===== src/rtl/gstdmasnd_pkg.sv =====
// gstdmasnd_pkg -- shared constants for the sound DMA playback block.
//   RATE_*        : encodings of mode[1:0] (sample rate select)
//   SILENCE       : unsigned mid-scale sample value
//   MODE_*        : bit positions inside the 3-bit mode word
//   rate_hit()    : decides whether a base tick is also a sample strobe
package gstdmasnd_pkg;

    localparam logic [1:0] RATE_6K25 = 2'b00;
    localparam logic [1:0] RATE_12K5 = 2'b01;
    localparam logic [1:0] RATE_25K  = 2'b10;
    localparam logic [1:0] RATE_50K  = 2'b11;

    localparam logic [7:0] SILENCE = 8'h80;

    localparam int MODE_MONO_BIT = 2;
    localparam int MODE_RATE_MSB = 1;
    localparam int MODE_RATE_LSB = 0;

    // aclk is the divider value before its increment on this base tick.
    function automatic logic rate_hit(input logic [1:0] rate, input logic [2:0] aclk);
        case (rate)
            RATE_50K:  return 1'b1;
            RATE_25K:  return ~aclk[0];
            RATE_12K5: return (aclk[1:0] == 2'b00);
            default:   return (aclk == 3'b000);
        endcase
    endfunction

endpackage


===== src/rtl/gstdmasnd_if.sv =====
// gstdmasnd_if -- sound DMA bus between the bus controller and gstdmasnd.
//   SLOAD_N : word load strobe, active-low (controller -> sound block)
//   MDIN    : 16-bit RAM data word        (controller -> sound block)
//   SREQ    : DMA request                 (sound block -> controller)
interface gstdmasnd_if;
    logic        SLOAD_N;
    logic [15:0] MDIN;
    logic        SREQ;

    modport master (output SLOAD_N, output MDIN, input SREQ);
    modport slave  (input SLOAD_N, input MDIN, output SREQ);
endinterface


===== src/rtl/gstdmasnd_fifo.sv =====
// gstdmasnd_fifo -- synchronous FIFO of 2**ADDR_BITS 16-bit words.
//   clk, rst_n : clock, asynchronous active-low reset (pointers only)
//   flush      : synchronous pointer clear
//   push/wdata : write request and data; ignored when full
//   pop/rdata  : read request; rdata shows the head word (valid when !empty)
//   full/empty : status
//   level      : occupancy 0..DEPTH
// Pointers carry one extra wrap bit so every storage slot is usable.
module gstdmasnd_fifo #(
    parameter int ADDR_BITS = 3
) (
    input  logic                 clk,
    input  logic                 rst_n,
    input  logic                 flush,
    input  logic                 push,
    input  logic                 pop,
    input  logic [15:0]          wdata,
    output logic [15:0]          rdata,
    output logic                 full,
    output logic                 empty,
    output logic [ADDR_BITS:0]   level
);
    localparam int DEPTH = 1 << ADDR_BITS;

    logic [15:0]        mem [DEPTH];
    logic [ADDR_BITS:0] wr_ptr;
    logic [ADDR_BITS:0] rd_ptr;
    logic               do_push;
    logic               do_pop;

    assign empty   = (wr_ptr == rd_ptr);
    assign full    = (wr_ptr[ADDR_BITS] != rd_ptr[ADDR_BITS]) &&
                     (wr_ptr[ADDR_BITS-1:0] == rd_ptr[ADDR_BITS-1:0]);
    assign level   = wr_ptr - rd_ptr;
    assign rdata   = mem[rd_ptr[ADDR_BITS-1:0]];
    // A write at full is dropped even if a pop happens in the same cycle.
    assign do_push = push & ~full;
    assign do_pop  = pop & ~empty;

    always_ff @(posedge clk or negedge rst_n) begin
        if (!rst_n) begin
            wr_ptr <= '0;
            rd_ptr <= '0;
        end else if (flush) begin
            wr_ptr <= '0;
            rd_ptr <= '0;
        end else begin
            if (do_push) wr_ptr <= wr_ptr + 1'b1;
            if (do_pop)  rd_ptr <= rd_ptr + 1'b1;
        end
    end

    always_ff @(posedge clk) begin
        if (do_push && !flush) mem[wr_ptr[ADDR_BITS-1:0]] <= wdata;
    end

endmodule


===== src/rtl/gstdmasnd.sv =====
// gstdmasnd -- sound DMA playback: buffers 16-bit words from the bus and
// plays them as 8-bit unsigned stereo or mono samples at 6.25..50 kHz.
//   clk32, resb        : 32 MHz clock, asynchronous active-low reset
//   ena                : playback enable; low flushes FIFO and timing
//   mode[2:0]          : [2] mono, [1:0] rate select
//   clr_flags          : clears underrun/overflow (a same-cycle set wins)
//   bus (slave)        : SLOAD_N / MDIN in, SREQ out
//   audio_left/right   : unsigned 8-bit samples
//   level              : FIFO occupancy
//   underrun, overflow : sticky error flags
// Build option GSTDMASND_HOLD_EN: when defined, an empty strobe holds the
// last sample; otherwise the outputs fall back to silence.
module gstdmasnd
    import gstdmasnd_pkg::*;
#(
    parameter int FIFO_ADDR_BITS = 3,
    parameter int BASE_DIV       = 640,
    parameter int REQ_MARGIN     = 1
) (
    input  logic                      clk32,
    input  logic                      resb,
    input  logic                      ena,
    input  logic [2:0]                mode,
    input  logic                      clr_flags,
    gstdmasnd_if.slave                bus,
    output logic [7:0]                audio_left,
    output logic [7:0]                audio_right,
    output logic [FIFO_ADDR_BITS:0]   level,
    output logic                      underrun,
    output logic                      overflow
);
    localparam int DEPTH = 1 << FIFO_ADDR_BITS;
    localparam int BW    = (BASE_DIV > 1) ? $clog2(BASE_DIV) : 1;
    localparam logic [BW-1:0] BASE_LAST = BW'(BASE_DIV - 1);
    localparam logic [FIFO_ADDR_BITS:0] REQ_LIMIT =
        (FIFO_ADDR_BITS + 1)'(DEPTH - 1 - REQ_MARGIN);

    logic          sload_d;
    logic          push;
    logic          pop;
    logic          fifo_full;
    logic          fifo_empty;
    logic [15:0]   fifo_rdata;
    logic [BW-1:0] base_cnt;
    logic [2:0]    aclk_cnt;
    logic          base_tick;
    logic          strobe;
    logic          mono;
    logic          bytesel;
    logic [7:0]    mono_byte;

    // Falling-edge detect on the load strobe.
    always_ff @(posedge clk32 or negedge resb) begin
        if (!resb) sload_d <= 1'b1;
        else       sload_d <= bus.SLOAD_N;
    end

    assign push      = ena & sload_d & ~bus.SLOAD_N;
    assign mono      = mode[MODE_MONO_BIT];
    assign base_tick = (base_cnt == BASE_LAST);
    assign strobe    = ena & base_tick &
                       rate_hit(mode[MODE_RATE_MSB:MODE_RATE_LSB], aclk_cnt);
    // In mono a word carries two samples; it is popped after its low byte.
    assign pop       = strobe & ~fifo_empty & (~mono | bytesel);
    assign mono_byte = bytesel ? fifo_rdata[7:0] : fifo_rdata[15:8];
    assign bus.SREQ  = ena & (level <= REQ_LIMIT);

    gstdmasnd_fifo #(.ADDR_BITS(FIFO_ADDR_BITS)) u_fifo (
        .clk   (clk32),
        .rst_n (resb),
        .flush (~ena),
        .push  (push),
        .pop   (pop),
        .wdata (bus.MDIN),
        .rdata (fifo_rdata),
        .full  (fifo_full),
        .empty (fifo_empty),
        .level (level)
    );

    always_ff @(posedge clk32 or negedge resb) begin
        if (!resb) begin
            base_cnt <= '0;
            aclk_cnt <= '0;
        end else if (!ena) begin
            base_cnt <= '0;
            aclk_cnt <= '0;
        end else if (base_tick) begin
            base_cnt <= '0;
            aclk_cnt <= aclk_cnt + 3'd1;
        end else begin
            base_cnt <= base_cnt + 1'b1;
        end
    end

    always_ff @(posedge clk32 or negedge resb) begin
        if (!resb) begin
            audio_left  <= SILENCE;
            audio_right <= SILENCE;
            bytesel     <= 1'b0;
        end else if (!ena) begin
            audio_left  <= SILENCE;
            audio_right <= SILENCE;
            bytesel     <= 1'b0;
        end else if (strobe) begin
            if (!fifo_empty) begin
                if (mono) begin
                    audio_left  <= mono_byte ^ SILENCE;
                    audio_right <= mono_byte ^ SILENCE;
                    bytesel     <= ~bytesel;
                end else begin
                    audio_left  <= fifo_rdata[15:8] ^ SILENCE;
                    audio_right <= fifo_rdata[7:0] ^ SILENCE;
                end
            end else begin
`ifdef GSTDMASND_HOLD_EN
                audio_left  <= audio_left;
                audio_right <= audio_right;
`else
                audio_left  <= SILENCE;
                audio_right <= SILENCE;
`endif
            end
        end
    end

    // Flags ignore ena; only clr_flags clears them, and a new event beats it.
    always_ff @(posedge clk32 or negedge resb) begin
        if (!resb) begin
            underrun <= 1'b0;
            overflow <= 1'b0;
        end else begin
            underrun <= (strobe & fifo_empty) | (underrun & ~clr_flags);
            overflow <= (push & fifo_full)    | (overflow & ~clr_flags);
        end
    end

endmodule


===== src/flat_wrapper.sv =====
// flat-port wrapper written by rule: the top's interface ports become plain ports
module gstdmasnd_flat import gstdmasnd_pkg::*;
#(
    parameter int FIFO_ADDR_BITS = 3,
    parameter int BASE_DIV       = 640,
    parameter int REQ_MARGIN     = 1
)
  (clk32, resb, ena, mode, clr_flags, audio_left, audio_right, level, underrun, overflow, bus_SLOAD_N, bus_MDIN, bus_SREQ);
  gstdmasnd_if bus_i ();
  input  logic clk32;
  input  logic resb;
  input  logic ena;
  input  logic [2:0] mode;
  input  logic clr_flags;
  output logic [7:0] audio_left;
  output logic [7:0] audio_right;
  output logic [FIFO_ADDR_BITS:0] level;
  output logic underrun;
  output logic overflow;
  input wire logic [$bits(bus_i.SLOAD_N)-1:0] bus_SLOAD_N;
  input wire logic [$bits(bus_i.MDIN)-1:0] bus_MDIN;
  output wire logic [$bits(bus_i.SREQ)-1:0] bus_SREQ;
  assign bus_i.SLOAD_N = bus_SLOAD_N;
  assign bus_i.MDIN = bus_MDIN;
  assign bus_SREQ = bus_i.SREQ;
  gstdmasnd #(.FIFO_ADDR_BITS(FIFO_ADDR_BITS), .BASE_DIV(BASE_DIV), .REQ_MARGIN(REQ_MARGIN)) u_core (.clk32(clk32), .resb(resb), .ena(ena), .mode(mode), .clr_flags(clr_flags), .bus(bus_i), .audio_left(audio_left), .audio_right(audio_right), .level(level), .underrun(underrun), .overflow(overflow));
endmodule

===== config.mk =====
export PLATFORM = sky130hd
export DESIGN_NAME = gstdmasnd_flat
export DESIGN_NICKNAME = d
export VERILOG_FILES = /design/src/rtl/gstdmasnd_pkg.sv /design/src/rtl/gstdmasnd_if.sv /design/src/rtl/gstdmasnd_fifo.sv /design/src/rtl/gstdmasnd.sv /design/src/flat_wrapper.sv
export SDC_FILE = /design/constraint.sdc
export NUM_CORES = 1
export LEC_CHECK = 0
export BUFFER_PORTS_ARGS = -buffer_cell sky130_fd_sc_hd__buf_2
export CAP_MARGIN = 25
export CORE_UTILIZATION = 54
export DETAILED_ROUTE_END_ITERATION = 12
export PLACE_DENSITY_LB_ADDON = 0.05
export REMOVE_ABC_BUFFERS = 1
export SYNTH_ARGS = -nofsm -noshare
export SYNTH_HDL_FRONTEND = slang
export SYNTH_SLANG_ARGS = --single-unit
export TNS_END_PERCENT = 20

===== constraint.sdc =====
create_clock -name clk32 -period 3.85 [get_ports clk32]
set_clock_uncertainty 0.2 [all_clocks]
set_input_delay 0.1925 -clock clk32 [delete_from_list [all_inputs] [get_ports clk32]]
set_output_delay 0.1925 -clock clk32 [all_outputs]
set_load 0.01 [all_outputs]

==> impl_metrics.env <==
export IMPL_nFillCells=888
export IMPL_clkPwrFrac=0.445
export IMPL_p_sw_uw=741
export IMPL_die_w_um=115
export IMPL_worstSetupStartpointType="flip-flop"
export IMPL_final_antenna_net_count=0
export IMPL_arrival_ns=2.86
export IMPL_drcViolationCount=0
export IMPL_drv_slew=0
export IMPL_status="finished clean"
export IMPL_overflow=0
export IMPL_synthFlopType="edfxtp_1"
export IMPL_core_region_area_um2=12600
export IMPL_stdcell_count=674
export IMPL_hpwlAfterDp_um=9380
export IMPL_gp_routability_congestion=0.794
export IMPL_clock_path_buffers=2
export IMPL_rows=41
export IMPL_drive_gt1_frac=0.263
export IMPL_hp_class="input pin to flip-flop"
export IMPL_grt_pass1_wl_um=21600
export IMPL_crit_chain="inv_2, ha_1, a41oi_2, nand2_1, nor2_1, buf_4"
export IMPL_dr_first_iter_drc_count=183
export IMPL_p_leak_nw=3.17
export IMPL_internal_power_mw=3.03
export IMPL_avgSynthCellArea_um2=17.0
export IMPL_fin_crit_ns=2.94
export IMPL_power_total_mw=3.77
export IMPL_wl_per_cell_um=20.8
export IMPL_syn_area_um2=6940
export IMPL_power_frac_comb=0.029
export IMPL_cp_end_kind="flip-flop"
export IMPL_cp_top_family="buffers and inverters"
export IMPL_root_buffer="clkbuf_16"
export IMPL_h_tree_depth=4
export IMPL_final_nets=523
export IMPL_relSlewSlack=0.373
export IMPL_clk_insertion_delay_late_ns=0.43
export IMPL_drt_first_pass_iters=4
export IMPL_io_pins=47
export IMPL_max_cap_viol_count=0
export IMPL_cts_repair_resized=0
export IMPL_cpPeakStageDelay_ns=0.45
export IMPL_io_buffers=46
export IMPL_synth_seq_cells=169
export IMPL_synthArstFlopShare=0.243
export IMPL_rsz0062_at_grt="false"
export IMPL_grt_max_degree=42
export IMPL_finalSetupViolCount=0
export IMPL_clk_pin_slew_worst_paths_ns=0.06
export IMPL_hold_ws_ns=0.233
export IMPL_initial_utilization=0.552
export IMPL_cts_sinks=169
export IMPL_cts_buffers=17
export IMPL_finalCritPeriodShare=0.763
export IMPL_critPathKind="flip-flop to flip-flop"
export IMPL_worst_path_max_fanout=17
export IMPL_synth_edff_count=128
export IMPL_yosysSeqAreaShare=0.702
export IMPL_dieArea_um2=13300
export IMPL_grt_pass1_vias=3774
export IMPL_ir_worst_vdd_v=0.000374
export IMPL_cts_tree="built"
export IMPL_placedCellCount=620
export IMPL_area_growth_pct=18.1
export IMPL_max_clock_freq_mhz=340
export IMPL_viasPerCell=5.57
export IMPL_path_buf_inv=2
export IMPL_detailroute_via_count=3751
export IMPL_tightest_slew_ns=0.941
export IMPL_required_ns=3.77
export IMPL_p_sw_frac=0.197
export IMPL_power_density_nw_per_um2=460
export IMPL_yosys_cell_types_count=42
export IMPL_wirelength_um=14000
export IMPL_grt_util_all_layers=0.233
export IMPL_die_h_um=115
export IMPL_cpMaxStageDelayCell="dfrtp_1"
export IMPL_syn_instance_count=408
export IMPL_diodes=0
export IMPL_antenna_found_initial=0
export IMPL_timing_hold_violations_final=0
export IMPL_power_frac_seq=0.526
export IMPL_ys_warn_count=0
[placed cells by master (no fill, tap or decap), types with 2 or more instances in the layout]
master           n
o21ai_0          2
mux2i_1         20
clkinv_1         2
inv_1           14
edfxtp_1       128
nand2_1         48
ha_1             8
o22ai_1          2
nand2b_1         4
nand3_1          8
a32o_1          14
clkinv_2         2
dfstp_2          3
xnor2_1          6
clkinv_4         2
clkbuf_16       17
and3_1           4
bufinv_16        3
xor2_1           9
a21oi_1          3
buf_2           46
a22oi_1          2
nor2_1          26
dlygate4sd3_1   22
buf_4           12
clkinvlp_4       4
mux2_2           2
nor3_2           2
dfrtp_1         37
mux4_2          32
[stage by stage]
stage / util / worst slack (ns) / area [um2] / TNS [ns]
2_1_floorplan: - / -0.269 / 6840 / -8.19
3_3_place_gp: 0.587 / 1.04 / 7380 / 0
3_5_place_dp: 0.587 / 0.934 / 7380 / 0
4_1_cts: 0.651 / 0.901 / 8190 / 0
5_1_grt: 0.652 / 0.722 / 8200 / 0
6_report: 0.652 / 0.912 / 8200 / 0
[worst register-to-register path: stages (launching register included)]
cell and delay, ns:
dfrtp_1 0.45, inv_2 0.41, ha_1 0.37, a41oi_2 0.34, nand2_1 0.22, nor2_1 0.34, buf_4 0.30
[synthesized netlist by cell type, drive strengths merged (8+ instances only)]
| master | instances | area share |
|---|---|---|
| edfxtp | 128 | 0.55 |
| nand2 | 48 | 0.026 |
| dfrtp | 38 | 0.14 |
| mux4 | 32 | 0.10 |
| nor2 | 26 | 0.014 |
| mux2i | 20 | 0.029 |
| inv | 15 | 0.0081 |
| a32o | 14 | 0.020 |
| buf | 11 | 0.011 |
| xor2 | 9 | 0.011 |
| ha | 8 | 0.014 |
| nand3 | 8 | 0.0058 |
[state kept, by name (all words and copies together) (netlist names), 3 cells and up]
register and count:
u_core.u_fifo.mem 128, u_core.base_cnt 10, u_core.audio_left 8, u_core.audio_right 8
u_core.u_fifo.rd_ptr 4, u_core.u_fifo.wr_ptr 4, u_core.aclk_cnt 3
[what timing repair did]
action / 4_1_cts / 5_1_grt
setup buffers: 0 / 0
hold buffers: 22 / 0
endpoints found under the hold margin: 174 / 0
[routing by layer]
layer / vias up / share of wire / GRT usage
met4: 0 / 0.020 / 0.0961
met1: 1922 / 0.42 / 0.295
met3: 20 / 0.034 / 0.0469
met5: - / 0 / 0
met2: 86 / 0.52 / 0.397
li1: 1723 / - / -
[cell families (layout without fill, tap and decap cells)]
group / after synthesis / after routing / share of synthesized area
DFF: 169 / 169 / 0.702
muxes: 54 / 54 / 0.136
AOI/OAI and AO/OA: 27 / 27 / 0.0337
buffers and inverters: 32 / 126 / 0.0222
and+or+nand+nor: 102 / 102 / 0.0699
adders and majority gates: 9 / 9 / 0.0173
xor gates and xnor gates: 15 / 15 / 0.0189
[path summary, 6_finish.rpt]
kind / startpoint / endpoint / slack, ns / depth (start not counted)
min in group asynchronous: resb / u_core.u_fifo.rd_ptr[2] / 0.25 / 2
max in group asynchronous: resb / u_core.u_fifo.rd_ptr[0] / 2.56 / 2
max reg2reg: u_core.u_fifo.rd_ptr[1] / u_core.u_fifo.mem[3][3] / 0.91 / 6
max: u_core.u_fifo.rd_ptr[1] / u_core.u_fifo.mem[3][3] / 0.91 / 6
min: bus_SLOAD_N / u_core.sload_d / 0.23 / 2
min reg2reg: u_core.audio_right[5] / u_core.audio_right[5] / 0.30 / 1
[power by group through the flow]
stage               Clock (mW)  Sequential, mW  Combinational, mW
floorplan                    0            2.02             0.0356
global placement             0            2.02             0.0916
detailed placement           0            2.02             0.0945
CTS                       1.69            1.98              0.111
global route              1.76            1.98              0.122
finish                    1.68            1.98              0.110
[layout make-up]
type	instances	area, um2	share of cell area
flip-flops and latches	169	4870	0.595
multi-input cells	207	1920	0.235
repair buffers	80	541	0.0660
clock buffers	18	429	0.0524
well taps	172	215	0.0263
clock inverters	13	155	0.0189
inverters	15	56.3	0.00687
Note: power is estimated with default switching activity, not from simulation.
